$ cat config.mk
export PLATFORM = sky130hd
export DESIGN_NAME = mem_access_ctrl
export DESIGN_NICKNAME = d
export VERILOG_FILES = /design/src/rtl/mem_access_pkg.sv /design/src/rtl/mem_lane_align.sv /design/src/rtl/mem_access_ctrl.sv
export SDC_FILE = /design/constraint.sdc
export NUM_CORES = 1
export LEC_CHECK = 0
export BUFFER_PORTS_ARGS = -buffer_cell sky130_fd_sc_hd__buf_2
export CORE_MARGIN = 2
export CORE_UTILIZATION = 50
export DETAILED_ROUTE_END_ITERATION = 7
export PLACE_DENSITY = 0.79
export SKIP_CTS_REPAIR_TIMING = 1
export SYNTH_ARGS = -nofsm -noshare
export SYNTH_HDL_FRONTEND = slang
export SYNTH_HIERARCHICAL = 1
export SYNTH_SLANG_ARGS = --single-unit
$ cat constraint.sdc
create_clock -name clock -period 5 [get_ports clock]
set_clock_uncertainty 0.1 [all_clocks]
set_input_delay 0.25 -clock clock [delete_from_list [all_inputs] [get_ports clock]]
set_output_delay 0.25 -clock clock [all_outputs]
set_load 0.05 [all_outputs]
$ cat src/rtl/mem_access_pkg.sv
// Shared types and helpers for the load/store memory access controller.
// Holds the access-size and FSM state encodings plus the default timeout.
package mem_access_pkg;

    typedef enum logic [1:0] {
        SIZE_BYTE   = 2'd0,
        SIZE_HALF   = 2'd1,
        SIZE_WORD   = 2'd2,
        SIZE_DOUBLE = 2'd3
    } mem_size_e;

    typedef enum logic [1:0] {
        ST_IDLE  = 2'd0,
        ST_ISSUE = 2'd1,
        ST_WAIT  = 2'd2,
        ST_RESP  = 2'd3
    } mac_state_e;

    localparam int unsigned TIMEOUT_CYCLES_DEFAULT = 16;

    // An access is misaligned when any of the low size bits of the address are set.
    function automatic logic addr_misaligned(input logic [1:0] size, input logic [2:0] off);
        logic res;
        case (size)
            SIZE_BYTE:   res = 1'b0;
            SIZE_HALF:   res = off[0];
            SIZE_WORD:   res = |off[1:0];
            SIZE_DOUBLE: res = |off;
            default:     res = 1'b1;
        endcase
        return res;
    endfunction

    function automatic logic [7:0] size_mask(input logic [1:0] size);
        logic [7:0] res;
        case (size)
            SIZE_BYTE:   res = 8'h01;
            SIZE_HALF:   res = 8'h03;
            SIZE_WORD:   res = 8'h0F;
            SIZE_DOUBLE: res = 8'hFF;
            default:     res = 8'h00;
        endcase
        return res;
    endfunction

endpackage

$ cat src/rtl/mem_lane_align.sv
// Byte-lane steering between the core and the 64-bit memory bus: store mask and
// data shifting on the way out, load data extraction and extension on the way in.
module mem_lane_align
    import mem_access_pkg::*;
(
    input  logic [1:0]  i_st_size,
    input  logic [2:0]  i_st_off,
    input  logic [63:0] i_st_wdata,
    output logic [7:0]  o_st_mask,
    output logic [63:0] o_st_wdata,
    input  logic [1:0]  i_ld_size,
    input  logic [2:0]  i_ld_off,
    input  logic        i_ld_unsigned,
    input  logic [63:0] i_ld_rdata,
    output logic [63:0] o_ld_data
);

    logic [63:0] w_ld_shifted;

    // Store path: shift mask and data up to the addressed byte lane.
    always_comb begin
        o_st_mask  = size_mask(i_st_size) << i_st_off;
        o_st_wdata = i_st_wdata << {i_st_off, 3'b000};
    end

    // Load path: bring the addressed lane down to bit 0, then extend to 64 bits.
    always_comb begin
        w_ld_shifted = i_ld_rdata >> {i_ld_off, 3'b000};
        o_ld_data    = 64'd0;
        case (i_ld_size)
            SIZE_BYTE:   o_ld_data = i_ld_unsigned ? {56'd0, w_ld_shifted[7:0]}
                                                   : {{56{w_ld_shifted[7]}}, w_ld_shifted[7:0]};
            SIZE_HALF:   o_ld_data = i_ld_unsigned ? {48'd0, w_ld_shifted[15:0]}
                                                   : {{48{w_ld_shifted[15]}}, w_ld_shifted[15:0]};
            SIZE_WORD:   o_ld_data = i_ld_unsigned ? {32'd0, w_ld_shifted[31:0]}
                                                   : {{32{w_ld_shifted[31]}}, w_ld_shifted[31:0]};
            SIZE_DOUBLE: o_ld_data = w_ld_shifted;
            default:     o_ld_data = 64'd0;
        endcase
    end

endmodule

$ cat src/rtl/mem_access_ctrl.sv
// Single-outstanding load/store controller between a core request port and a
// 64-bit memory: alignment check, one-cycle strobe issue, bounded wait, held response.
module mem_access_ctrl
    import mem_access_pkg::*;
#(
    parameter int unsigned TIMEOUT_CYCLES = TIMEOUT_CYCLES_DEFAULT
) (
    input  logic        clock,
    input  logic        reset,
    input  logic        req_valid,
    output logic        req_ready,
    input  logic        req_wen,
    input  logic [31:0] req_addr,
    input  logic [1:0]  req_size,
    input  logic        req_unsigned,
    input  logic [63:0] req_wdata,
    output logic        resp_valid,
    input  logic        resp_ready,
    output logic [63:0] resp_rdata,
    output logic        resp_err,
    output logic        ioMem_ren,
    output logic        ioMem_wen,
    output logic [31:0] ioMem_addr,
    output logic [63:0] ioMem_wData,
    output logic [7:0]  ioMem_wMask,
    input  logic [63:0] ioMem_rData,
    input  logic        ioMem_rvalid,
    input  logic        ioMem_hit
);

    localparam logic [4:0] LAST_WAIT_CNT = 5'(TIMEOUT_CYCLES - 1);

    mac_state_e  r_state;
    mac_state_e  w_state_nxt;
    logic        w_accept;
    logic        w_misaligned;
    logic        w_timeout;

    logic        r_wen;
    logic [1:0]  r_size;
    logic [2:0]  r_off;
    logic        r_unsigned;
    logic [4:0]  r_wait_cnt;

    logic        r_mem_ren;
    logic        r_mem_wen;
    logic [31:0] r_mem_addr;
    logic [63:0] r_mem_wdata;
    logic [7:0]  r_mem_wmask;
    logic        r_resp_valid;
    logic [63:0] r_resp_rdata;
    logic        r_resp_err;

    logic [7:0]  w_st_mask;
    logic [63:0] w_st_wdata;
    logic [63:0] w_ld_data;

    mem_lane_align u_lane_align (
        .i_st_size     (req_size),
        .i_st_off      (req_addr[2:0]),
        .i_st_wdata    (req_wdata),
        .o_st_mask     (w_st_mask),
        .o_st_wdata    (w_st_wdata),
        .i_ld_size     (r_size),
        .i_ld_off      (r_off),
        .i_ld_unsigned (r_unsigned),
        .i_ld_rdata    (ioMem_rData),
        .o_ld_data     (w_ld_data)
    );

    // Next-state decode.
    always_comb begin
        w_state_nxt  = r_state;
        w_accept     = 1'b0;
        w_timeout    = 1'b0;
        w_misaligned = addr_misaligned(req_size, req_addr[2:0]);
        case (r_state)
            ST_IDLE: begin
                if (req_valid) begin
                    w_accept    = 1'b1;
                    w_state_nxt = w_misaligned ? ST_RESP : ST_ISSUE;
                end else begin
                    w_state_nxt = ST_IDLE;
                end
            end
            ST_ISSUE: begin
                w_state_nxt = r_wen ? ST_RESP : ST_WAIT;
            end
            ST_WAIT: begin
                if (ioMem_rvalid) begin
                    w_state_nxt = ST_RESP;
                end else if (r_wait_cnt == LAST_WAIT_CNT) begin
                    w_timeout   = 1'b1;
                    w_state_nxt = ST_RESP;
                end else begin
                    w_state_nxt = ST_WAIT;
                end
            end
            ST_RESP: begin
                if (resp_ready) begin
                    w_state_nxt = ST_IDLE;
                end else begin
                    w_state_nxt = ST_RESP;
                end
            end
            default: begin
                w_state_nxt = ST_IDLE;
            end
        endcase
    end

    // State register.
    always_ff @(posedge clock or negedge reset) begin
        if (!reset) begin
            r_state <= ST_IDLE;
        end else begin
            r_state <= w_state_nxt;
        end
    end

    // Request latch, memory strobes, wait counter and response registers.
    always_ff @(posedge clock or negedge reset) begin
        if (!reset) begin
            r_wen        <= 1'b0;
            r_size       <= 2'd0;
            r_off        <= 3'd0;
            r_unsigned   <= 1'b0;
            r_wait_cnt   <= 5'd0;
            r_mem_ren    <= 1'b0;
            r_mem_wen    <= 1'b0;
            r_mem_addr   <= 32'd0;
            r_mem_wdata  <= 64'd0;
            r_mem_wmask  <= 8'd0;
            r_resp_valid <= 1'b0;
            r_resp_rdata <= 64'd0;
            r_resp_err   <= 1'b0;
        end else begin
            r_mem_ren <= 1'b0;
            r_mem_wen <= 1'b0;
            case (r_state)
                ST_IDLE: begin
                    if (w_accept) begin
                        r_wen      <= req_wen;
                        r_size     <= req_size;
                        r_off      <= req_addr[2:0];
                        r_unsigned <= req_unsigned;
                        if (w_misaligned) begin
                            r_resp_valid <= 1'b1;
                            r_resp_err   <= 1'b1;
                            r_resp_rdata <= 64'd0;
                        end else begin
                            r_mem_ren   <= ~req_wen;
                            r_mem_wen   <= req_wen;
                            r_mem_addr  <= {req_addr[31:3], 3'b000};
                            r_mem_wdata <= req_wen ? w_st_wdata : 64'd0;
                            r_mem_wmask <= req_wen ? w_st_mask : 8'd0;
                        end
                    end
                end
                ST_ISSUE: begin
                    r_wait_cnt <= 5'd0;
                    if (r_wen) begin
                        r_resp_valid <= 1'b1;
                        r_resp_err   <= 1'b0;
                        r_resp_rdata <= 64'd0;
                    end
                end
                ST_WAIT: begin
                    if (ioMem_rvalid) begin
                        r_resp_valid <= 1'b1;
                        r_resp_err   <= ~ioMem_hit;
                        r_resp_rdata <= ioMem_hit ? w_ld_data : 64'd0;
                    end else if (w_timeout) begin
                        r_resp_valid <= 1'b1;
                        r_resp_err   <= 1'b1;
                        r_resp_rdata <= 64'd0;
                    end else begin
                        r_wait_cnt <= r_wait_cnt + 5'd1;
                    end
                end
                ST_RESP: begin
                    if (resp_ready) begin
                        r_resp_valid <= 1'b0;
                        r_resp_err   <= 1'b0;
                        r_resp_rdata <= 64'd0;
                    end
                end
                default: begin
                    r_resp_valid <= 1'b0;
                end
            endcase
        end
    end

    assign req_ready   = (r_state == ST_IDLE);
    assign resp_valid  = r_resp_valid;
    assign resp_rdata  = r_resp_rdata;
    assign resp_err    = r_resp_err;
    assign ioMem_ren   = r_mem_ren;
    assign ioMem_wen   = r_mem_wen;
    assign ioMem_addr  = r_mem_addr;
    assign ioMem_wData = r_mem_wdata;
    assign ioMem_wMask = r_mem_wmask;

endmodule
=== Yosys cells after proc, flatten, opt, wreduce, memory -nomap -nowiden ===
Index checks and enable logic that the tools add are counted.

* Add/sub/neg operators: 1
* Equal/unequal tests: 17
* Shift-type cells: 3
* Multiplexer cells: 47
* Bitwise gates (word level): 3
* Reductions and logical operators: 10

{| class="wikitable"
|+ Operators with widths
! kind !! number
|-
| two-way mux 64 bit || 11
|-
| case mux 64 bit (4 select lines) || 2
|-
| left shift 64 x 6 -> 64 bit || 1
|-
| right shift 64 x 6 -> 64 bit || 1
|-
| case mux 8 bit (4 select lines) || 1
|-
| two-way mux 1 bit || 22
|-
| == test 2 bit (second input constant) || 6
|-
| case mux 1 bit (4 select lines) || 3
|-
| two-way mux 5 bit || 2
|-
| case mux 5 bit (2 select lines) || 1
|-
| two-way mux 8 bit || 1
|-
| inequality test 2 bit (second input constant) || 4
|-
| case mux 2 bit (4 select lines) || 1
|-
| left shift 8 x 3 -> 8 bit || 1
|-
| == test 2 x 1 -> 1 bit (second input constant) || 3
|-
| logical NOT 2 bit || 3
|-
| two-way mux 2 bit || 3
|-
| AND reduction 3 bit || 2
|-
| adder 5 x 1 -> 5 bit (second input constant) || 1
|-
| == test 5 x 4 -> 1 bit (second input constant) || 1
|-
| AND reduction 5 bit || 1
|-
| inequality test 2 x 1 -> 1 bit (second input constant) || 2
|-
| inequality test 3 bit (second input constant) || 1
|-
| inverter 1 bit || 3
|-
| 4 further kinds || 4
|}

* Bits in registers: 183
* Input port bits: 170
* Output and inout port bits: 173
* Word-level logic and storage cells: 95

=== Longest topological paths before layout ===
Gate-level depths: netlist of run 1.

* Depth after elaboration: 7
* Mapped depth: 9
* Mapped depth without buffers: 7

=== Hierarchy ===
The synthesis of run 1 kept the hierarchy.

{| class="wikitable"
|+ By module, submodules not included
! module !! instances !! cells each !! area each (um^2) !! sequential area each (um^2)
|-
| mem_access_ctrl || 1 || 604 || 7,181.9 || 4,579.4
|-
| mem_lane_align || 1 || 515 || 4,189.0 || 0.0
|}

=== Worst setup path before layout of run 1 ===
OpenSTA, ideal clock, no wires.

* Path type: register -> register
* Start: reg r_state[1]
* End: reg r_resp_err, in the netlist resp_err
* Arrival time: 2.156 ns
* Required time: 4.775 ns
* Path slack: 2.619 ns
* Cell stages (with the launch flop): 7
* Period minus slack after synthesis: 2.381 ns
* Cell sequence: dfrtp_1 buf_4 nor2_1 o211ai_1 o21ai_1 buf_2 mux2_2

* Word-level cells in the longest chain between the ends: 4

{| class="wikitable"
|+ Ends and longest elaborated chain
! what !! RTL line !! RTL
|-
| start: declaration || mem_access_ctrl.sv:33 || <nowiki>mac_state_e r_state;</nowiki>
|-
| start signal: assignment || mem_access_ctrl.sv:117 || <nowiki>r_state <= w_state_nxt;</nowiki>
|-
| logical NOT 2 bit (*) || -- ||
|-
| net req_ready || mem_access_ctrl.sv:11 || <nowiki>output logic req_ready,</nowiki>
|-
| two-way mux 1 bit || mem_access_ctrl.sv:77 || <nowiki>case (r_state)</nowiki>
|-
| inequality test 2 x 1 -> 1 bit (no line) || -- ||
|-
| AND reduction 5 bit (no line) || -- ||
|-
| end signal: assignment || mem_access_ctrl.sv:171 || <nowiki>r_resp_err <= ~ioMem_hit;</nowiki>
|-
| end: declaration || mem_access_ctrl.sv:52 || <nowiki>logic r_resp_err;</nowiki>
|}

Mark *: on every way through the listed nets, which the timed path passes. The rest lies on a longest branch.
A chain may end at the register's enable or synchronous reset.

=== Final worst setup path of run 1 ===
* Start: reg r_off[1]
* End: reg r_resp_rdata[57], in the netlist resp_rdata[57]

* Word-level cells in the longest chain between the ends: 6

{| class="wikitable"
|+ Ends and longest elaborated chain
! what !! RTL line !! RTL
|-
| start: declaration || mem_access_ctrl.sv:41 || <nowiki>logic [2:0] r_off;</nowiki>
|-
| start signal: assignment || mem_access_ctrl.sv:145 || <nowiki>r_off <= req_addr[2:0];</nowiki>
|-
| right shift 64 x 6 -> 64 bit (*) || mem_lane_align.sv:28 || <nowiki>w_ld_shifted = i_ld_rdata >> {i_ld_off, 3'b000};</nowiki>
|-
| two-way mux 64 bit, on equally long branches || mem_lane_align.sv:35, mem_lane_align.sv:31, mem_lane_align.sv:33 ||
|-
| case mux 64 bit (4 select lines) (*) || mem_lane_align.sv:30 || <nowiki>case (i_ld_size)</nowiki>
|-
| net w_ld_data[57] || mem_access_ctrl.sv:56 || <nowiki>logic [63:0] w_ld_data;</nowiki>
|-
| two-way mux 64 bit (*) || mem_access_ctrl.sv:172 || <nowiki>r_resp_rdata <= ioMem_hit ? w_ld_data : 64'd0;</nowiki>
|-
| two-way mux 64 bit (*) || mem_access_ctrl.sv:169 || <nowiki>if (ioMem_rvalid) begin</nowiki>
|-
| case mux 64 bit (4 select lines) (*) || mem_access_ctrl.sv:140 || <nowiki>case (r_state)</nowiki>
|-
| end signal: assignment || mem_access_ctrl.sv:172 ||
|-
| end: declaration || mem_access_ctrl.sv:51 || <nowiki>logic [63:0] r_resp_rdata;</nowiki>
|}

Marked as above.

==> out/qor.txt, run 1 <==
CTS buffer count - 17
worst path cell trace - mux2i_2 > a22oi_2 > nand4_1 > buf_4 > nand4_1 > a22o_1
largest family of logic cells by synthesized area - multiplexers
async set-reset flop share out of synthesis - 100%
initial antenna violation count - 6
Post-synth top cells - nand2_1 (205), dfrtp_1 (183), mux2i_1 (66)
Layout Nets - 1,583
FMAX - 282 MHz
WL per Instance - 20.5 µm
VDD IR max - 0.393 mV
CP dominant cell by count - nand4_1
Worst EP arrival - 3800 ps
area leader, netlist - dfrtp_1
Simple-Gate Fraction of Synth Area - 14.1%
# clock sinks - 183
Synth Area in Compound Gates - 16.0%
share of Yosys cell area claimed by the top area cell type - 40.3%
Detail Route Antenna Nets - 0
Tmin final - 3540 ps
Syn Inst Count - 1,119
pins over their slew limit - 0
Tightest Pin Transition - 1180 ps
CP bufs+invs - 1
Worst Setup End Kind - flop
mux cell area share after synthesis - 22.8%
Min Hold Slack - 43.5 ps
Yosys reg bits - 183
vias per inst - 6.04
DRT iter0 DRCs - 1,127
Synth Area in Adders - 0.220%
met1 GRT Util - 39.5%
global-route wire length before repair - 54,000 µm
Area growth syn-to-layout - 21.4%
R2R Setup Slk - 1460 ps
FILL cells - 1,909
Post-Syn Area per Cell - 10.2 µm²
Top Ports - 343
setup TNS - 0 ps
Post-synth EDFFs - 0
layout cell share with drive strength beyond 1 - 36.4%
Final Hold Vio Count - 0
largest net degree at the start of global routing - 176
post-detail-place hpwl - 24,400 µm
Clock Tree Root - clkbuf_16
Top delay family on crit path - flip-flops
CP Data Required Time - 5260 ps
Hold Path Class - in2reg
core area - 22,500 µm²
TritonRoute pass-1 iters - 5
vias in the first global route - 9,756
Multi-input gate area - 6070 µm²
power per cell area - 688 nW/µm²
htree depth - 4
Crit Path Max Fanout - 52
Post-Place Cell Area - 12,900 µm²
min-delay src - resp_ready
period utilization - 70.8%
# setup viols final - 0
post-layout instance area - 13,800 µm²
Clock Path Buffers - 2
met2 Use GR - 44.5%
Total GRT Usage - 28.7%
initial core utilization - 50.5%
crit path kind - reg2reg
CP Launch Point - r_off[1]
grt total ovfl - 0
top-count cell post-synth - nand2_1
P_leak - 6.85 nW
sequential share of the synthesized area - 40.3%
yosys warns - 6
global placement routability congestion - 0.944
clk slew on worst S/H paths - 70 ps
final WL - 35,200 µm
Worst-Skew Late Latency - 420 ps
Reg area - 4580 µm²
# port buffers - 339
Row Count - 55
Synth Area in XOR/XNOR - 0%
die width - 155 µm
drc violations - 0
critical path startpoint category - flop
slowest cell on the critical path - dfrtp_2
outcome - finished, final reports clean
die height - 155 µm
area of the die - 24,000 µm²
FF-to-FF Start - r_off[1]
relative slew slack - 21.5%
MaxCap Viol Count - 0
Post-Syn Area - 11,400 µm²
TritonCTS clock tree - done
met3 usage - 6.50%
main area contributors after synthesis - dfrtp_1 (40%), mux4_2 (8.5%), nand2_1 (6.8%)
Critical Path Max Stage Delay - 1150 ps
Most Used Layer, Global Route - met2
Distinct cells, synth - 64
RSZ-0062 raised after global routing - false
vias post-DR - 10,400
top_reg_cell synth - dfrtp_1
==> tightest hold or removal path: stages <==
cell,delay (ps)
buf_2,90
o21ai_0,60
nand2_1,60
o31ai_1,60
==> cell usage in the layout, fill, tap and decap left out, drive strengths merged, types with 5 or more instances in the layout <==
| cell | n |
|---|---|
| nand2 | 205 |
| o21ai | 107 |
| mux4 | 43 |
| a22oi | 9 |
| diode | 6 |
| and2 | 20 |
| dlygate4sd3 | 32 |
| a22o | 64 |
| nand3 | 14 |
| o2111ai | 15 |
| nand4 | 27 |
| mux2 | 73 |
| nor2b | 8 |
| mux2i | 68 |
| a21oi | 28 |
| o2bb2ai | 8 |
| inv | 17 |
| clkbuf | 20 |
| nor2 | 53 |
| buf | 351 |
| dfrtp | 183 |
| o22ai | 16 |
| o211ai | 5 |
| nand2b | 5 |
==> path summary, 6_finish.rpt <==
| path | endpoint | cells past startpoint |
|---|---|---|
| max in group asynchronous | resp_rdata[47] | 3 |
| worst min register to register | ioMem_wData[27] | 2 |
| worst max register to register | resp_rdata[57] | 6 |
| worst min-delay path | r_state[0] | 4 |
| worst max-delay path | resp_rdata[57] | 6 |
| min in group asynchronous | ioMem_wData[35] | 2 |
==> kinds of logic after synthesis <==
logic type / after synthesis
AND/OR/NAND/NOR: 353
adder cells (fa/ha/maj): 2
other: 1
multiplexers: 184
flip-flops: 183
buffers and inverters: 127
AO/OA/AOI/OAI: 269
==> power by group <==
| part | switching, mW | leakage, nW | total, mW | internal (mW) |
|---|---|---|---|---|
| Combinational | 3.71 | 4.14 | 5.42 | 1.71 |
| Clock | 0.623 | 0.283 | 1.39 | 0.769 |
| Sequential | 0.598 | 2.42 | 2.69 | 2.09 |
==> layer usage <==
metal  vias up  part of all wire, %
li1       4650                    -
met1      5013                   41
met2       609                   46
met3        88                  9.6
met4         0                  3.7
met5         -                    0
==> cell type report <==
| type | instances | share of cell area (%) |
|---|---|---|
| inverters | 14 | 0.381 |
| well taps | 285 | 2.58 |
| diodes | 6 | 0.109 |
| multi-input cells | 811 | 43.9 |
| clock buffers | 19 | 3.28 |
| repair buffers | 384 | 15.5 |
| flip-flops and latches | 183 | 33.2 |
| clock inverters | 12 | 1.01 |
==> sequential cells by signal, summed over array words and instances (netlist names) <==
signal       flops
ioMem_wData     64
resp_rdata      64
ioMem_addr      29
ioMem_wMask      8
r_wait_cnt       5
r_off            3
r_size           2
r_state          2
ioMem_ren        1
ioMem_wen        1
r_unsigned       1
r_wen            1
resp_err         1
resp_valid       1
==> through the flow <==
step                      worst slack [ps]  std cells  utilization [%]  total power [mW]
after floorplan                       2620       1121                -              6.89
final                                 1460       1714             61.4              9.50
after detailed placement              1600       1645             57.2              8.05
after global placement                1690       1645             57.2              7.93
after CTS                             1570       1676             59.9              9.47
after global routing                  1350       1714             61.4              9.94
(Power assumes the default switching activity.)
==> run 2: changes to the inputs <==
Clock period 5 ns to 3.66 ns, I/O delays scaled along.
==> run 2 against run 1 <==
Effect of this change: clock power rose by 40%; first-iteration DRC count fell by 9.2%; design area rose by 0.54%; register-to-register slack got worse by 650 ps; cell count rose by 0.12%; clock-buffer cell count did not move; non-clock buffer count rose by 6; sequential share of layout area fell by 0.18 points; critical path type unchanged; critical endpoint is now resp_rdata[50]; largest power group unchanged; highest routed layer is now met5.
==> out/qor.txt, run 2 (synthesis results as in run 1) <==
Final Hold Vio Count - 0
layout cell share with drive strength beyond 1 - 36.6%
vias per inst - 6.10
most frequent cells in the layout - buf_2 (337), nand2_1 (205), dfrtp_1 (181), mux2i_1 (66), a22o_1 (64)
final WL - 36,000 µm
# port buffers - 339
global-route wire length before repair - 55,400 µm
WL per Instance - 21.0 µm
clk slew on worst S/H paths - 70 ps
most common cell after layout, fill and taps aside - buf_2
Clock Path Buffers - 2
power per cell area - 945 nW/µm²
core area - 22,500 µm²
drc violations - 0
Tmin final - 2850 ps
TritonRoute pass-1 iters - 5
htree depth - 4
Top Ports - 343
largest net degree at the start of global routing - 98
critical path depth in cells - 5
Row Count - 55
Worst Setup End Kind - flop
# clock sinks - 183
Worst EP arrival - 3110 ps
VDD IR max - 0.507 mV
R2R Setup Slk - 810 ps
Area growth syn-to-layout - 22.1%
MaxCap Viol Count - 0
Tightest Pin Transition - 1160 ps
grt total ovfl - 0
relative slew slack - 22.8%
Min Hold Slack - 6.45 ps
crit path capture - resp_rdata[50]
setup TNS - 0 ps
CP bufs+invs - 0
CP Launch Point - r_off[2]
P_leak - 6.90 nW
worst path cell trace - nor2b_1 > a2bb2oi_2 > nand4bb_4 > o2111ai_1 > a22o_1
initial antenna violation count - 3
global placement routability congestion - 0.927
Total GRT Usage - 29.3%
vias in the first global route - 9,833
Crit Path Max Fanout - 56
Detail Route Antenna Nets - 0
TritonCTS clock tree - done
Worst-Skew Late Latency - 420 ps
RSZ-0062 raised after global routing - false
DRT iter0 DRCs - 1,023
Top delay family on crit path - simple AND/OR/NAND/NOR gates
outcome - finished, final reports clean
post-detail-place hpwl - 25,400 µm
Clock Tree Root - clkbuf_16
CTS buffer count - 17
pins over their slew limit - 0
FF-to-FF Start - r_off[2]
slowest cell on the critical path - dfrtp_1
critical path startpoint category - flop
CP Data Required Time - 3920 ps
die height - 155 µm
area of the die - 24,000 µm²
crit path kind - reg2reg
initial core utilization - 50.5%
reg2reg end - resp_rdata[50]
period utilization - 77.9%
Hold Path Class - in2reg
vias post-DR - 10,500
Critical Path Max Stage Delay - 880 ps
Layout Nets - 1,589
R2R depth - 5
die width - 155 µm
FMAX - 351 MHz
# setup viols final - 0
run 2: how the worst min path moves through the flow:
stage,start,to,slack (ps),depth (start not counted)
2_1_floorplan,reset,ioMem_addr[10],-210,0
3_3_place_gp,reset,ioMem_wData[35],210,1
3_5_place_dp,reset,ioMem_wData[35],210,1
4_1_cts,reset,ioMem_wData[35],-260,1
5_1_grt,resp_ready,r_state[0],10,4
6_report,resp_ready,r_state[0],6,4
run 2: layout make-up:
type	instances	area, µm²
Antenna cell	1	2.50
Clock buffer	19	443
Clock inverter	13	168
Fill cell	1858	8620
Inverter	14	52.6
Multi-Input combinational cell	811	6070
Sequential cell	183	4580
Tap cell	285	357
Timing Repair Buffer	390	2210
run 2: per-layer routing:
metal,vias up,part of all wire (%),global-route usage (%)
met5,-,0.064,0
met3,88,10,7.68
met2,620,47,45.7
met4,4,3.4,10.7
li1,4656,-,-
met1,5098,39,39.7
run 2: stage by stage:
step	instance area (µm²)	utilization (%)	setup slack, ps	instances	power (mW)
floorplan	11400	-	1280	1121	9.42
global route	13900	61.7	667	1716	13.7
global placement	12900	57.5	986	1651	10.9
CTS	13600	60.3	896	1683	13.1
finish	13900	61.7	808	1716	13.1
detailed placement	12900	57.5	874	1651	11.1
run 2: power breakdown:
part	switching (mW)	leakage, nW	internal (mW)
sequential	0.826	2.42	2.86
clock	0.835	0.294	1.10
combinational	5.13	4.18	2.37
run 2: tightest hold or removal path: stages:
cell and delay [ps]:
buf_2 100, o21ai_0 70, nand2_1 60, o31ai_1 60
